==> src/rtl/pe_array_seq.sv <==
// pe_array_seq: sequences weight load, row streaming and drain for an N x N PE array.
// Optional PE_SEQ_PERF_CNT_EN adds cyc_cnt/stall_cnt performance counters.
module pe_array_seq #(
  parameter int N      = 8,
  parameter int PE_LAT = 2,
  parameter int AW     = 12
) (
  input  logic          clk,
  input  logic          rst,
  input  logic          start,
  input  logic          width_cfg,
  input  logic [AW-1:0] num_rows,
  input  logic          src_valid,
  output logic [AW-1:0] w_addr,
  output logic [N-1:0]  weight_en,
  output logic [AW-1:0] x_addr,
  output logic          x_valid,
  output logic          pe_enable,
  output logic          pe_width,
  output logic          res_valid,
  output logic [AW-1:0] res_addr,
  output logic          busy,
`ifdef PE_SEQ_PERF_CNT_EN
  output logic [31:0]   cyc_cnt,
  output logic [31:0]   stall_cnt,
`endif
  output logic          done
);
  localparam int D  = 2*N-1+PE_LAT;
  localparam int CW = $clog2(N);
  localparam int DW = $clog2(D+1);
  typedef enum logic [2:0] {IDLE, LOAD_W, STREAM, DRAIN, FIN} state_t;
  state_t state, nxt;
  logic [CW-1:0] col;
  logic [AW-1:0] row, rows;
  logic [DW-1:0] dcnt;
  logic [D-1:0] vq;
  logic [AW-1:0] aq [D];
  logic last_col, last_row, last_drain;
  assign last_col   = state == LOAD_W && src_valid && col == CW'(N-1);
  assign last_row   = state == STREAM && src_valid && row == rows - 1'b1;
  assign last_drain = dcnt == DW'(D-1);
  always_ff @(posedge clk)
    state <= rst ? IDLE : nxt;
  always_comb begin
    nxt = state;
    case (state)
      IDLE:    nxt = start ? LOAD_W : IDLE;
      LOAD_W:  nxt = last_col ? (rows == '0 ? DRAIN : STREAM) : LOAD_W;
      STREAM:  nxt = last_row ? DRAIN : STREAM;
      DRAIN:   nxt = last_drain ? FIN : DRAIN;
      default: nxt = IDLE;
    endcase
  end
  always_comb begin
    weight_en = (state == LOAD_W && src_valid) ? N'(1) << col : '0;
    x_valid   = state == STREAM && src_valid;
    pe_enable = state == STREAM || state == DRAIN;
    busy      = state != IDLE;
    done      = state == FIN;
    w_addr    = AW'(col);
    x_addr    = row;
    res_valid = vq[D-1];
    res_addr  = aq[D-1];
  end
  always_ff @(posedge clk) begin
    if (rst) begin
      col      <= '0;
      row      <= '0;
      rows     <= '0;
      dcnt     <= '0;
      pe_width <= 1'b0;
    end else if (state == IDLE && start) begin
      col      <= '0;
      row      <= '0;
      dcnt     <= '0;
      rows     <= num_rows;
      pe_width <= width_cfg;
    end else begin
      if (state == LOAD_W && src_valid && !last_col) col <= col + 1'b1;
      if (x_valid && !last_row) row <= row + 1'b1;
      if (state == DRAIN) dcnt <= dcnt + 1'b1;
    end
  end
  // Result timing mirrors the array latency; stall bubbles ride along as zeros.
  always_ff @(posedge clk) begin
    if (rst) begin
      vq <= '0;
      for (int i = 0; i < D; i++) aq[i] <= '0;
    end else begin
      vq    <= {vq[D-2:0], x_valid};
      aq[0] <= x_addr;
      for (int i = 1; i < D; i++) aq[i] <= aq[i-1];
    end
  end
`ifdef PE_SEQ_PERF_CNT_EN
  always_ff @(posedge clk) begin
    if (rst || (state == IDLE && start)) begin
      cyc_cnt   <= '0;
      stall_cnt <= '0;
    end else begin
      if (busy && ~&cyc_cnt) cyc_cnt <= cyc_cnt + 1'b1;
      if ((state == LOAD_W || state == STREAM) && !src_valid && ~&stall_cnt) stall_cnt <= stall_cnt + 1'b1;
    end
  end
`endif
endmodule

==> config.mk <==
export PLATFORM = sky130hd
export DESIGN_NAME = pe_array_seq
export DESIGN_NICKNAME = d
export VERILOG_FILES = /design/src/rtl/pe_array_seq.sv
export SDC_FILE = /design/constraint.sdc
export NUM_CORES = 1
export LEC_CHECK = 0
export ABC_AREA = 0
export CORE_ASPECT_RATIO = 1.2
export CORE_MARGIN = 8
export CORE_UTILIZATION = 51
export DETAILED_ROUTE_END_ITERATION = 16
export HOLD_SLACK_MARGIN = 0.06
export PLACE_DENSITY = 0.74
export SLEW_MARGIN = 20
export SYNTH_ARGS = -nofsm -noshare
export SYNTH_HDL_FRONTEND = slang
export SYNTH_SLANG_ARGS = --single-unit
==> constraint.sdc <==
create_clock -name clk -period 3.05 [get_ports clk]
set_clock_uncertainty 0.15 [all_clocks]
set_input_delay 0.61 -clock clk [delete_from_list [all_inputs] [get_ports clk]]
set_output_delay 0.61 -clock clk [all_outputs]
set_load 0.02 [all_outputs]
==> results_dict.tcl <==
set metrics [dict create \
    place_area_um2 8890 \
    initial_utilization_pct 52.3 \
    rows 50 \
    finalCriticalPeriod_ns 2.95 \
    ys_async_sr_fraction_pct 0 \
    fin_ws_ns 0.0976 \
    area_growth_pct 17.8 \
    ys_top_cells_by_area "dfxtp_1 63%, nor2b_1 17%, nand2_1 1.6%, ha_1 1.5%, clkbuf_1 1.5%" \
    cts_tree "done" \
    synth-seq-area-share_pct 62.9 \
    cts_buffers 24 \
    antennaDiodeCount 0 \
    maxSlewHeadroom_pct 55.6 \
    p_per_area_nw_per_um2 660 \
    synth_edf_count 0 \
    final_cell_area_um2 9640 \
    synthFlopType "dfxtp_1" \
    drc 0 \
    cts_setup_buffers 0 \
    synth_area_um2 8180 \
    grtUsageMet1_pct 13.5 \
    period_share_pct 96.8 \
    grt_max_degree 101 \
    syn_inst 749 \
    globalplace.congestion 0.787 \
    criticalPathCategory "flop to flop" \
    end_kind "flop" \
    p_leak_nw 3.83 \
    whs_ns 0.280 \
    io_pins 67 \
    num-nets-final 826 \
    synth_cell_types 49 \
    grt_first_pass_wirelength_um 21400 \
    grtUsageTotal_pct 12.1 \
    cts_resized 0 \
    dieArea_um2 20400 \
    timing_hold_violations_final 0 \
    clk_latency_ns 0.50 \
    die_x_um 132 \
    use_met2_pct 21.3 \
    status "finished clean" \
    peakVddDrop_mv 0.432 \
    max_freq_mhz 339 \
    path_clk_slew_ns 0.06 \
    rsz0062_at_grt "yes" \
    finalSetupViolations 0 \
    layout_common_cells "257 x dfxtp_1, 221 x nor2b_1, 49 x clkdlybuf4s50_1" \
    cts-root-buf "clkbuf_16" \
    vias 4874 \
    yosysTopAreaCellShare_pct 62.9 \
    dp_hpwl_um 7930 \
    cts_hold_buf 0 \
    drive_above_1_share_pct 7.51 \
    required_ns 3.30 \
    worstSetupStartpointType "flop" \
    globalRouteOverflowTotal 0 \
    post_drt_wl_per_cell_um 12.3 \
    busiest_layer "met2" \
    first_iter_violations 377 \
    maxSlewViolCount 0 \
    cp.arrival_ns 3.20 \
    fp.dieH_um 155 \
    antenna_found_initial 0 \
    post-place-ws_ns 0.0365 \
    ys_ff_latch 257 \
    dr.pass1.iters 5 \
    worst_pin_slew_ns 0.665 \
    final_common_cell "dfxtp_1" \
    coreArea_um2 15600 \
    synth_top_cell_by_area "dfxtp_1" \
    path_max_fanout 24 \
    htree_levels 1 \
    port-buffer-count 57 \
    fin_tns_setup_ns 0 \
    grt_use_met3_pct 3.27 \
    drv_cap 0 \
    hp-class "flop to flop" \
    synth_warnings 0 \
    clk_path_buf_depth 3 \
    via_per_inst 4.78 \
    clock-sinks 257 \
    ant_nets 0 \
    routed_wl_um 12600 \
    grt_pass1_vias 4735 \
    avgSynthCellArea_um2 10.9 \
]
layout make-up:
type / instances / area, um2
Clock buffer: 30 / 654
Clock inverter: 9 / 73.8
Fill cell: 1237 / 6000
Inverter: 11 / 41.3
Multi-Input combinational cell: 438 / 2780
Sequential cell: 257 / 5140
Tap cell: 208 / 260
Timing Repair Buffer: 67 / 689
kinds of logic (layout without fill, tap and decap cells):
group | Yosys count | after routing | synth area share [%]
compound gates | 58 | 58 | 4.91
xor+xnor | 18 | 18 | 1.93
fa+ha+maj | 10 | 10 | 1.53
buf+inv | 62 | 117 | 3.65
flops | 257 | 257 | 62.9
mux | 2 | 2 | 0.245
other cells | 1 | 9 | 0.0458
simple gates | 341 | 341 | 24.8
final timing paths:
kind / depth (start not counted) / slack (ns) / endpoint / start
max: 8 / 0.1 / x_addr[1] / rows[3]
min: 1 / 0.28 / aq[1][69] / aq[1][57]
max reg2reg: 8 / 0.1 / x_addr[1] / rows[3]
min reg2reg: 1 / 0.28 / aq[1][69] / aq[1][57]
report_power, final:
group          total (W)  switching, W  internal, W
Clock            0.00274       0.00114      0.00159
Sequential       0.00339     0.0000176      0.00337
Combinational   0.000244      0.000151    0.0000932
flip-flops by register name, summed over array words and instances (netlist names):
| register | count |
|---|---|
| aq | 204 |
| pe_width | 1 |
| x_addr | 12 |
| state | 3 |
| dcnt | 5 |
| rows | 12 |
| col | 3 |
| vq | 17 |
stage by stage:
step / util (%) / total power [W] / std cells
6_report: 61.7 / 0.00637 / 1020
3_3_place_gp: 56.8 / 0.00369 / 981
5_1_grt: 61.7 / 0.00661 / 1020
2_1_floorplan: - / 0.00364 / 757
4_1_cts: 61.5 / 0.00644 / 1020
3_5_place_dp: 56.8 / 0.00370 / 981
cells in the mapped netlist (3+ instances only):
library cell and number:
or4_1 10, o31ai_1 10, dfxtp_1 257, inv_1 11, nor2_1 19, o21ai_0 4, nand2_1 35, and3_1 10
nand2b_1 4, ha_1 10, buf_2 4, buf_4 9, xnor2_1 12, nor3b_1 3, and2_1 4, xor2_1 6
nand3_1 9, a21oi_2 8, nor3_1 6, a21oi_1 19, a211oi_1 4, nor4_1 5, or3_1 5, nor2b_1 222
clkbuf_1 32
metal layers:
| layer | share of wire (%) | routed length, um |
|---|---|---|
| met1 | 43 | 5410 |
| met2 | 49 | 6200 |
| met3 | 5.1 | 639 |
| met4 | 2.7 | 335 |
| met5 | 0 | 0 |
worst max-delay path, stage by stage (launching register included):
cell and delay (ns):
dfxtp_1 0.34, or4_1 0.56, or4_4 0.46, a2111oi_2 0.38, o2111ai_1 0.21, nor4b_4 0.32, buf_12 0.20, nor3b_1 0.06
o21a_1 0.18
No activity file was read; power rests on OpenSTA's default activity.
